<file path="src/rtl/mc_main_control.sv">
// Main control FSM for the multi-cycle MIPS core.
// Drives datapath selects and write strobes for each state.
module mc_main_control #(
  parameter logic [3:0] RESET_STATE = 4'd0
) (
  input  logic       clk,
  input  logic       rst,
  input  logic [5:0] opcode,
  input  logic [5:0] funct,
  input  logic       zero,
  input  logic       mem_ready,
  output logic       pc_en,
  output logic       iord,
  output logic       mem_read,
  output logic       mem_write,
  output logic       ir_write,
  output logic       reg_dst,
  output logic       mem_to_reg,
  output logic       reg_write,
  output logic       alu_src_a,
  output logic [1:0] alu_src_b,
  output logic [2:0] alu_ctrl,
  output logic [1:0] pc_src,
  output logic       ext_op,
  output logic       illegal,
  output logic [3:0] state_dbg
);

  typedef enum logic [3:0] {
    S_FETCH     = 4'd0,
    S_DECODE    = 4'd1,
    S_MEM_ADDR  = 4'd2,
    S_MEM_READ  = 4'd3,
    S_MEM_WB    = 4'd4,
    S_MEM_WRITE = 4'd5,
    S_R_EXEC    = 4'd6,
    S_R_WB      = 4'd7,
    S_BRANCH    = 4'd8,
    S_JUMP      = 4'd9,
    S_I_EXEC    = 4'd10,
    S_I_WB      = 4'd11,
    S_ILLEGAL   = 4'd12
  } state_e;

  localparam logic [5:0] OP_R    = 6'h00;
  localparam logic [5:0] OP_J    = 6'h02;
  localparam logic [5:0] OP_BEQ  = 6'h04;
  localparam logic [5:0] OP_ADDI = 6'h08;
  localparam logic [5:0] OP_ANDI = 6'h0C;
  localparam logic [5:0] OP_ORI  = 6'h0D;
  localparam logic [5:0] OP_LW   = 6'h23;
  localparam logic [5:0] OP_SW   = 6'h2B;

  localparam logic [5:0] FN_ADD = 6'h20;
  localparam logic [5:0] FN_SUB = 6'h22;
  localparam logic [5:0] FN_AND = 6'h24;
  localparam logic [5:0] FN_OR  = 6'h25;
  localparam logic [5:0] FN_SLT = 6'h2A;

  state_e state_q, state_d;
  logic   r_ok;

  always_ff @(posedge clk) begin
    if (rst) state_q <= state_e'(RESET_STATE);
    else     state_q <= state_d;
  end

  assign state_dbg = state_q;

  always_comb begin
    r_ok = (funct == FN_ADD) || (funct == FN_SUB) ||
           (funct == FN_AND) || (funct == FN_OR)  ||
           (funct == FN_SLT);
  end

  always_comb begin
    state_d    = state_q;
    pc_en      = 1'b0;
    iord       = 1'b0;
    mem_read   = 1'b0;
    mem_write  = 1'b0;
    ir_write   = 1'b0;
    reg_dst    = 1'b0;
    mem_to_reg = 1'b0;
    reg_write  = 1'b0;
    alu_src_a  = 1'b0;
    alu_src_b  = 2'b00;
    alu_ctrl   = 3'b010;
    pc_src     = 2'b00;
    ext_op     = 1'b1;
    illegal    = 1'b0;

    case (state_q)
      S_FETCH: begin
        mem_read  = 1'b1;
        alu_src_b = 2'b01;
        ir_write  = mem_ready;
        pc_en     = mem_ready;
        if (mem_ready) state_d = S_DECODE;
      end
      S_DECODE: begin
        alu_src_b = 2'b11;
        unique case (1'b1)
          (opcode == OP_LW),
          (opcode == OP_SW):       state_d = S_MEM_ADDR;
          (opcode == OP_R) && r_ok: state_d = S_R_EXEC;
          (opcode == OP_BEQ):      state_d = S_BRANCH;
          (opcode == OP_J):        state_d = S_JUMP;
          (opcode == OP_ADDI),
          (opcode == OP_ANDI),
          (opcode == OP_ORI):      state_d = S_I_EXEC;
          default:                 state_d = S_ILLEGAL;
        endcase
      end
      S_MEM_ADDR: begin
        alu_src_a = 1'b1;
        alu_src_b = 2'b10;
        state_d   = (opcode == OP_SW) ? S_MEM_WRITE
                                      : S_MEM_READ;
      end
      S_MEM_READ: begin
        iord     = 1'b1;
        mem_read = 1'b1;
        if (mem_ready) state_d = S_MEM_WB;
      end
      S_MEM_WB: begin
        reg_write  = 1'b1;
        mem_to_reg = 1'b1;
        state_d    = S_FETCH;
      end
      S_MEM_WRITE: begin
        iord      = 1'b1;
        mem_write = 1'b1;
        if (mem_ready) state_d = S_FETCH;
      end
      S_R_EXEC: begin
        alu_src_a = 1'b1;
        unique case (funct)
          FN_SUB:  alu_ctrl = 3'b110;
          FN_AND:  alu_ctrl = 3'b000;
          FN_OR:   alu_ctrl = 3'b001;
          FN_SLT:  alu_ctrl = 3'b111;
          default: alu_ctrl = 3'b010;
        endcase
        state_d = S_R_WB;
      end
      S_R_WB: begin
        reg_write = 1'b1;
        reg_dst   = 1'b1;
        state_d   = S_FETCH;
      end
      S_BRANCH: begin
        alu_src_a = 1'b1;
        alu_ctrl  = 3'b110;
        pc_src    = 2'b01;
        pc_en     = zero;
        state_d   = S_FETCH;
      end
      S_JUMP: begin
        pc_src  = 2'b10;
        pc_en   = 1'b1;
        state_d = S_FETCH;
      end
      S_I_EXEC: begin
        alu_src_a = 1'b1;
        alu_src_b = 2'b10;
        unique case (opcode)
          OP_ANDI: begin
            alu_ctrl = 3'b000;
            ext_op   = 1'b0;
          end
          OP_ORI: begin
            alu_ctrl = 3'b001;
            ext_op   = 1'b0;
          end
          default: alu_ctrl = 3'b010;
        endcase
        state_d = S_I_WB;
      end
      S_I_WB: begin
        reg_write = 1'b1;
        state_d   = S_FETCH;
      end
      S_ILLEGAL: illegal = 1'b1;
      default:   state_d = S_FETCH;
    endcase

    // Reset aborts any access in flight, so gate everything here.
    if (rst) begin
      pc_en      = 1'b0;
      iord       = 1'b0;
      mem_read   = 1'b0;
      mem_write  = 1'b0;
      ir_write   = 1'b0;
      reg_dst    = 1'b0;
      mem_to_reg = 1'b0;
      reg_write  = 1'b0;
      alu_src_a  = 1'b0;
      alu_src_b  = 2'b00;
      alu_ctrl   = 3'b010;
      pc_src     = 2'b00;
      ext_op     = 1'b1;
      illegal    = 1'b0;
    end
  end

endmodule

</file>
<file path="config.mk">
export PLATFORM = sky130hd
export DESIGN_NAME = mc_main_control
export DESIGN_NICKNAME = d
export VERILOG_FILES = /design/src/rtl/mc_main_control.sv
export SDC_FILE = /design/constraint.sdc
export NUM_CORES = 1
export LEC_CHECK = 0
export ABC_AREA = 1
export ABC_CLOCK_PERIOD_IN_PS = 1600
export CORE_UTILIZATION = 39
export CTS_CLUSTER_SIZE = 12
export DETAILED_ROUTE_END_ITERATION = 7
export PLACE_DENSITY = 0.91
export SKIP_CTS_REPAIR_TIMING = 1
export SLEW_MARGIN = 15
export SYNTH_ARGS = -nofsm -noshare
export SYNTH_HDL_FRONTEND = slang
export SYNTH_SLANG_ARGS = --single-unit
</file>
<file path="constraint.sdc">
create_clock -name clk -period 1.6 [get_ports clk]
set_clock_uncertainty 0.1 [all_clocks]
set_input_delay 0.32 -clock clk [delete_from_list [all_inputs] [get_ports clk]]
set_output_delay 0.32 -clock clk [all_outputs]
set_load 0.01 [all_outputs]
</file>
==> impl_metrics.py, run 1 <==
metrics = {
    "floorplan": {
        "ios": 38,
        "initial_utilization": 0.417,
        "die_h_um": 45.0,
        "rows": 15,
        "fp.dieW_um": 45.0,
    },
    "clocking": {
        "cts_sinks": 4,
        "htreeDepth": 1,
        "numCtsBuffers": 3,
        "root_buffer": "clkbuf_4",
        "clock_path_buffers": 2,
    },
    "sta": {
        "endpoint_type": "top-level output",
        "crit_endpoint": "alu_ctrl[1]",
    },
    "synthesis": {
        "ys_top_cells_by_area": "nand2_1, nor2_1, dfxtp_1, inv_1, nor2_2",
        "yosysUniqueCellTypes": 27,
        "synthCells": 136,
        "syn_area_per_cell_um2": 5.29,
        "synth_top_area_share": 0.151,
        "synth_warnings": 0,
        "ys_seq_area_frac": 0.111,
        "ys_seq_elements": 4,
        "syn_area_um2": 719,
        "syn-num-nets": 152,
        "synth_area_leader_cell": "nand2_1",
    },
    "place": {
        "dpl.hpwl_um": 2780,
        "gp_congestion": 0.921,
        "port_buffers": 37,
    },
    "outcome": {
        "flow.stopped_at": "global routing",
        "status": "aborted with a tool error",
        "stop_error": "[ERROR GRT-0232] Routing congestion too high. Check the congestion heatmap in the GUI.",
    },
    "grt": {
        "track_usage": 0.679,
        "gr-total-overflow": 48,
        "grt_max_degree": 9,
    },
}
[stage by stage]
stage / cell area, µm² / setup WS [ns] / hold WS (ns) / std cells / utilization
3_3_place_gp: 1450 / -0.732 / 0.517 / 240 / 0.838
2_1_floorplan: 722 / 0.00918 / 0.411 / 136 / -
3_5_place_dp: 1450 / -0.858 / 0.527 / 240 / 0.838
4_1_cts: 1470 / -0.859 / 0.533 / 243 / 0.851
[routing by layer]
| metal | global-route usage | overflow |
|---|---|---|
| met3 | 0.300 | 1 |
| met2 | 0.997 | 39 |
| met1 | 0.672 | 0 |
| met5 | 0 | 0 |
| met4 | 0.752 | 8 |
[Yosys cell counts]
library cell / number
nand2_2: 3
nor2_4: 2
o2111ai_1: 1
o21ai_2: 2
inv_1: 18
nand2_1: 29
o21ai_0: 1
nor4_2: 1
a211oi_2: 1
a31oi_1: 4
nand4_1: 3
o21a_1: 1
a31o_1: 1
nand3b_1: 1
nor2_1: 26
clkbuf_1: 2
o211ai_1: 1
dfxtp_1: 4
and3_1: 1
a221oi_1: 1
inv_2: 9
a21oi_2: 2
nor3_1: 3
nand3_1: 7
a21oi_1: 5
nor2_2: 6
nor4_1: 1
[cell families after synthesis]
| logic type | count (synthesis) | share of synthesized area |
|---|---|---|
| buffers and inverters | 29 | 0.151 |
| and+or+nand+nor | 83 | 0.537 |
| AOI/OAI and AO/OA | 20 | 0.200 |
| DFF | 4 | 0.111 |
==> run 2, diff against run 1 <==
--- a/config.mk
+++ b/config.mk
@@ -7,10 +7,10 @@
 export LEC_CHECK = 0
 export ABC_AREA = 1
 export ABC_CLOCK_PERIOD_IN_PS = 1600
-export CORE_UTILIZATION = 39
-export CTS_CLUSTER_SIZE = 12
+export CORE_AREA = 2 2 63 65
 export DETAILED_ROUTE_END_ITERATION = 7
-export PLACE_DENSITY = 0.91
+export DIE_AREA = 0 0 65 67
+export PLACE_DENSITY_LB_ADDON = 0.15
 export SKIP_CTS_REPAIR_TIMING = 1
 export SLEW_MARGIN = 15
 export SYNTH_ARGS = -nofsm -noshare
==> impl_metrics.py, run 2 <==
metrics = {
    "outcome": {
        "status": "finished with violations",
        "violations": "setup timing",
    },
    "synthesis": {
        "syn_area_per_cell_um2": 5.29,
        "synth_edf_count": 0,
        "synthFlopType": "dfxtp_1",
        "synth_warnings": 0,
        "ys_seq_area_frac": 0.111,
        "yosysMostFrequentCell": "nand2_1",
        "ys_seq_elements": 4,
        "syn-num-nets": 152,
        "synth-simple-area-share": 0.537,
        "synth_compound_area_frac": 0.200,
        "synth_area_leader_cell": "nand2_1",
        "synthAdderAreaFrac": 0,
        "yosysUniqueCellTypes": 27,
        "syn_area_um2": 719,
        "async_reset_ff_frac": 0,
        "synthCells": 136,
        "synth_top_area_share": 0.151,
        "synthMuxAreaShare": 0,
        "synth_xor_area_frac": 0,
        "synth_top_family_by_area": "simple AND/OR/NAND/NOR gates",
        "ys_top_cells_by_count": "nand2_1, nor2_1, inv_1",
        "ys_top_cells_by_area": "nand2_1, nor2_1, dfxtp_1, inv_1, nor2_2",
    },
    "routing": {
        "num_vias": 1187,
        "wl_per_cell_um": 10.7,
        "met1_length_um": 1310,
        "routed_via_density": 4.29,
        "met3WireLength_um": 152,
        "wirelength_um": 2960,
        "drt_iter0_drc": 27,
        "wl_met2_um": 1500,
        "routed.top_layer": "met3",
        "drtAntennaViolNets": 0,
        "drc": 0,
        "dr.pass1.iters": 4,
    },
    "floorplan": {
        "rows": 22,
        "die_h_um": 67,
        "ios": 38,
        "initial_utilization": 0.200,
        "fp.dieW_um": 65,
        "coreArea_mm2": 0.00361,
        "dieArea_mm2": 0.00436,
    },
    "run": {
        "max-cap-violations": 0,
    },
    "grt": {
        "track_usage": 0.134,
        "grt_pass1_vias": 1177,
        "grt_first_pass_wirelength_um": 4670,
        "grt_antenna_before_repair": 0,
        "grt_max_degree": 8,
        "gr-total-overflow": 0,
    },
    "clocking": {
        "clk_latency_ns": 0.21,
        "numCtsBuffers": 3,
        "clock_path_buffers": 2,
        "clkSlewWorstSetupHoldPaths_ns": 0.03,
        "root_buffer": "clkbuf_8",
        "cts_sinks": 4,
        "cts_tree": "built",
        "htreeDepth": 1,
    },
    "sta": {
        "min_period_ns": 1.89,
        "post-route-period-util": 1.18,
        "tightest_slew_ns": 0.379,
        "holdWs_ns": 0.555,
        "finalSetupViolCount": 16,
        "slew_violations": 0,
        "tns_ns": -2.43,
        "finalHoldViolCount": 0,
        "fmax_mhz": 529,
        "rsz0062_at_grt": "yes",
        "worst_slack_ns": -0.289,
        "slew_headroom": 0.747,
    },
    "critical_path": {
        "timing_worst_setup_path_type": "reg -> out",
        "cp.arrival_ns": 1.47,
        "cp-end-kind": "output pin",
        "startpoint_type": "register",
        "critPathMaxFanout": 5,
        "required_ns": 1.18,
    },
    "place": {
        "port_buffers": 37,
        "placed_area_mm2": 0.00153,
        "dpl.hpwl_um": 2470,
        "gp_congestion": 0.796,
    },
    "pwr": {
        "p_leak_nw": 0.968,
        "peakVddDrop_mv": 0.312,
        "power.density_mw_per_mm2": 876,
    },
    "cells_and_area": {
        "final_layout_size_suffix_gt1_frac": 0.607,
        "final_util": 0.485,
        "area_delta_synth_final_pct": 143,
        "mostFrequentLayoutCells": "buf_4, nand2_1, nor2_1",
        "diodes": 0,
        "mostFrequentLayoutCell": "buf_4",
        "fin_nets": 247,
        "largest_reg_flops": 4,
        "fin_area_mm2": 0.00175,
    },
    "hold_path": {
        "hp-class": "reg -> reg",
    },
}
==> run 2: cell counts after synthesis <==
No cell type changed its count.
==> run 2: worst paths after layout <==
| kind | start | to | slack (ns) | cells past startpoint |
|---|---|---|---|---|
| worst max-delay path | state_dbg[3] | alu_ctrl[0] | -0.29 | 8 |
| worst max register to register | state_dbg[1] | state_dbg[2] | 0.01 | 10 |
| worst min-delay path | state_dbg[2] | state_dbg[2] | 0.55 | 3 |
| worst min register to register | state_dbg[2] | state_dbg[2] | 0.55 | 3 |
==> run 2: layout make-up <==
cell class | count | area, µm²
repair buffers | 92 | 741
flip-flops and latches | 4 | 95.1
fillers | 382 | 1860
well taps | 48 | 60.1
inverters | 27 | 109
clock buffers | 3 | 41.3
multi-input cells | 103 | 702
==> run 2: report_power, final <==
| part | switching, mW | leakage [nW] | internal (mW) |
|---|---|---|---|
| clock network | 0.0469 | 0.0216 | 0.160 |
| registers | 0.0543 | 0.0356 | 0.142 |
| logic | 0.534 | 0.911 | 0.593 |
==> run 2: logic make-up (layout without fill, tap and decap cells) <==
| group | after synthesis | count (layout) |
|---|---|---|
| simple gates | 83 | 83 |
| flops | 4 | 4 |
| buf+inv | 29 | 122 |
| compound gates | 20 | 20 |
==> run 2: stage by stage <==
step                      cells  worst slack [ns]  total power, mW
after global routing        277            -0.368             1.65
after global placement      270            -0.762             1.21
after CTS                   273            -0.799             1.43
final                       277            -0.289             1.53
after detailed placement    270            -0.793             1.22
after floorplan             136           0.00918            0.601
==> run 2: layer usage <==
metal  track usage  vias to the layer above
li1              -                      625
met1         0.154                      529
met2         0.265                       33
met3        0.0270                        0
met4       0.00532                        0
met5             0                        -
==> run 2: worst max-delay path, cell delays in order, from the launching register on <==
cell     delay (ns)
dfxtp_4        0.38
inv_4          0.04
nor2_4         0.09
inv_2          0.07
nor2_4         0.14
inv_4          0.07
nor4_4         0.19
o21a_1         0.15
buf_2          0.12
(Power assumes the default switching activity.)
==> run 3, diff against run 2 <==
--- a/config.mk
+++ b/config.mk
@@ -5,14 +5,15 @@
 export SDC_FILE = /design/constraint.sdc
 export NUM_CORES = 1
 export LEC_CHECK = 0
-export ABC_AREA = 1
+export ABC_AREA = 0
 export ABC_CLOCK_PERIOD_IN_PS = 1600
-export CORE_AREA = 2 2 63 65
+export CORE_AREA = 3 3 64 66
 export DETAILED_ROUTE_END_ITERATION = 7
-export DIE_AREA = 0 0 65 67
+export DIE_AREA = 0 0 67 69
 export PLACE_DENSITY_LB_ADDON = 0.15
 export SKIP_CTS_REPAIR_TIMING = 1
 export SLEW_MARGIN = 15
 export SYNTH_ARGS = -nofsm -noshare
 export SYNTH_HDL_FRONTEND = slang
 export SYNTH_SLANG_ARGS = --single-unit
+export TNS_END_PERCENT = 100
==> impl_metrics.py, run 3 <==
metrics = {
    "cells_and_area": {
        "area_delta_synth_final_pct": 156,
        "largest_reg_flops": 4,
        "fin_nets": 213,
        "seqCellArea_um2": 92.6,
        "diodes": 0,
        "final_layout_size_suffix_gt1_frac": 0.662,
        "multiInputGateArea_um2": 871,
        "mostFrequentLayoutCells": "buf_4, dlymetal6s2s_1, buf_2",
        "fillers": 373,
        "mostFrequentLayoutCell": "buf_4",
    },
    "synthesis": {
        "syn_area_um2": 713,
        "synth_area_leader_cell": "dfxtp_1",
        "ys_top_cells_by_area": "dfxtp_1, nor2_1, nand2b_1, nor2b_1, a21oi_1",
        "syn-num-nets": 128,
        "yosysUniqueCellTypes": 42,
        "ys_top_cells_by_count": "nor2_1, nand2_1",
        "async_reset_ff_frac": 0,
        "syn_area_per_cell_um2": 6.37,
        "synthCells": 112,
        "synthFlopType": "dfxtp_1",
        "ys_seq_elements": 4,
        "yosysMostFrequentCell": "nor2_1",
        "ys_seq_area_frac": 0.112,
        "synth_warnings": 0,
        "synth_top_area_share": 0.112,
        "synth_edf_count": 0,
    },
    "floorplan": {
        "rows": 22,
        "coreArea_mm2": 0.00363,
        "fp.dieW_um": 67,
        "dieArea_mm2": 0.00462,
        "ios": 38,
        "die_h_um": 69,
        "initial_utilization": 0.196,
    },
    "sta": {
        "rsz0062_at_grt": "yes",
        "post-route-period-util": 1.12,
        "finalHoldViolCount": 0,
        "slew_headroom": 0.810,
        "slew_violations": 0,
        "tns_ns": -1.94,
        "worst_slack_ns": -0.191,
        "min_period_ns": 1.79,
        "finalSetupViolCount": 16,
        "tightest_slew_ns": 0.285,
        "fmax_mhz": 558,
    },
    "place": {
        "port_buffers": 37,
        "dp_slack_ns": -0.927,
        "dpl.hpwl_um": 2330,
        "gp_congestion": 0.749,
    },
    "pwr": {
        "p_leak_nw": 0.908,
        "peakVddDrop_mv": 0.286,
        "power.density_mw_per_mm2": 514,
    },
    "outcome": {
        "status": "finished with violations",
        "violations": "setup timing",
    },
    "routing": {
        "wirelength_um": 3210,
        "num_vias": 1140,
        "drc": 0,
        "dr.pass1.iters": 4,
        "met1_length_um": 1310,
        "wl_met2_um": 1700,
        "met3WireLength_um": 154,
        "wl_per_cell_um": 13.2,
        "routed.top_layer": "met4",
        "routed_via_density": 4.69,
        "drtAntennaViolNets": 0,
        "drt_iter0_drc": 35,
    },
    "clocking": {
        "clock_path_buffers": 2,
        "clk_latency_ns": 0.22,
        "htreeDepth": 1,
        "numCtsBuffers": 3,
        "cts_sinks": 4,
        "root_buffer": "clkbuf_8",
        "clkSlewWorstSetupHoldPaths_ns": 0.04,
        "cts_tree": "built",
    },
    "critical_path": {
        "required_ns": 1.18,
        "timing_worst_setup_path_type": "reg -> out",
        "startpoint_type": "register",
        "cp.arrival_ns": 1.37,
        "cp-end-kind": "output pin",
        "critPathMaxFanout": 6,
    },
    "grt": {
        "grt_max_degree": 12,
        "grt_pass1_vias": 1041,
        "grt_antenna_before_repair": 0,
        "track_usage": 0.122,
        "grt_first_pass_wirelength_um": 4510,
        "gr-total-overflow": 0,
    },
    "run": {
        "max-cap-violations": 0,
    },
    "hold_path": {
        "hp-class": "in -> reg",
    },
}
==> run 3: per-stage QoR <==
step                      total power [mW]  hold slack (ns)  cells  utilization  instance area (µm²)
after floorplan                      0.372            0.285    112            -                  793
after CTS                            0.834            0.706    233        0.414                 1500
after global routing                  1.00            0.453    243        0.503                 1830
after detailed placement             0.612            0.696    230        0.402                 1460
after global placement               0.609            0.701    230        0.402                 1460
final                                0.941            0.429    243        0.503                 1830
==> run 3: layout make-up <==
cell class / count / share of cell area
sequential: 4 / 0.0506
timing repair buffer: 89 / 0.412
tap: 48 / 0.0328
clock buffer: 3 / 0.0226
multi-input combinational: 96 / 0.476
inverter: 3 / 0.00616
==> run 3: routing by layer <==
| metal | vias to the layer above | global-route usage |
|---|---|---|
| li1 | 581 | - |
| met1 | 524 | 0.146 |
| met2 | 31 | 0.211 |
| met3 | 4 | 0.0228 |
| met4 | 0 | 0.0473 |
| met5 | - | 0 |
==> run 3: power by group <==
group | internal (mW) | switching [mW] | total, mW
sequential | 0.113 | 0.0235 | 0.136
clock | 0.161 | 0.0592 | 0.220
combinational | 0.321 | 0.264 | 0.584
==> run 3: kinds of logic after synthesis <==
logic type / count (synthesis) / synth area share
AO/OA/AOI/OAI: 28 / 0.267
XOR/XNOR: 1 / 0.0123
adder cells (fa/ha/maj): 1 / 0.0140
buffers and inverters: 12 / 0.0719
flip-flops: 4 / 0.112
multiplexers: 1 / 0.0140
AND/OR/NAND/NOR: 65 / 0.509
==> run 3: final timing paths <==
path | start | endpoint | slack [ns] | depth (start not counted)
max | state_dbg[1] | pc_src[0] | -0.19 | 4
max reg2reg | state_dbg[1] | state_dbg[2] | 0.05 | 7
min | mem_ready | state_dbg[0] | 0.43 | 4
min reg2reg | state_dbg[2] | state_dbg[2] | 0.72 | 4
==> run 3: critical path, stage by stage (launching register included) <==
cell and delay, ns:
dfxtp_4 0.36, buf_8 0.13, or3_4 0.43, nor2_2 0.11
buf_2 0.13
==> run 4, diff against run 3 <==
--- a/config.mk
+++ b/config.mk
@@ -12,7 +12,7 @@
 export DIE_AREA = 0 0 67 69
 export PLACE_DENSITY_LB_ADDON = 0.15
 export SKIP_CTS_REPAIR_TIMING = 1
-export SLEW_MARGIN = 15
+export SLEW_MARGIN = 20
 export SYNTH_ARGS = -nofsm -noshare
 export SYNTH_HDL_FRONTEND = slang
 export SYNTH_SLANG_ARGS = --single-unit
==> results of run 4 <==
The final DEF is identical to that of run 3; final timing and power are the same.
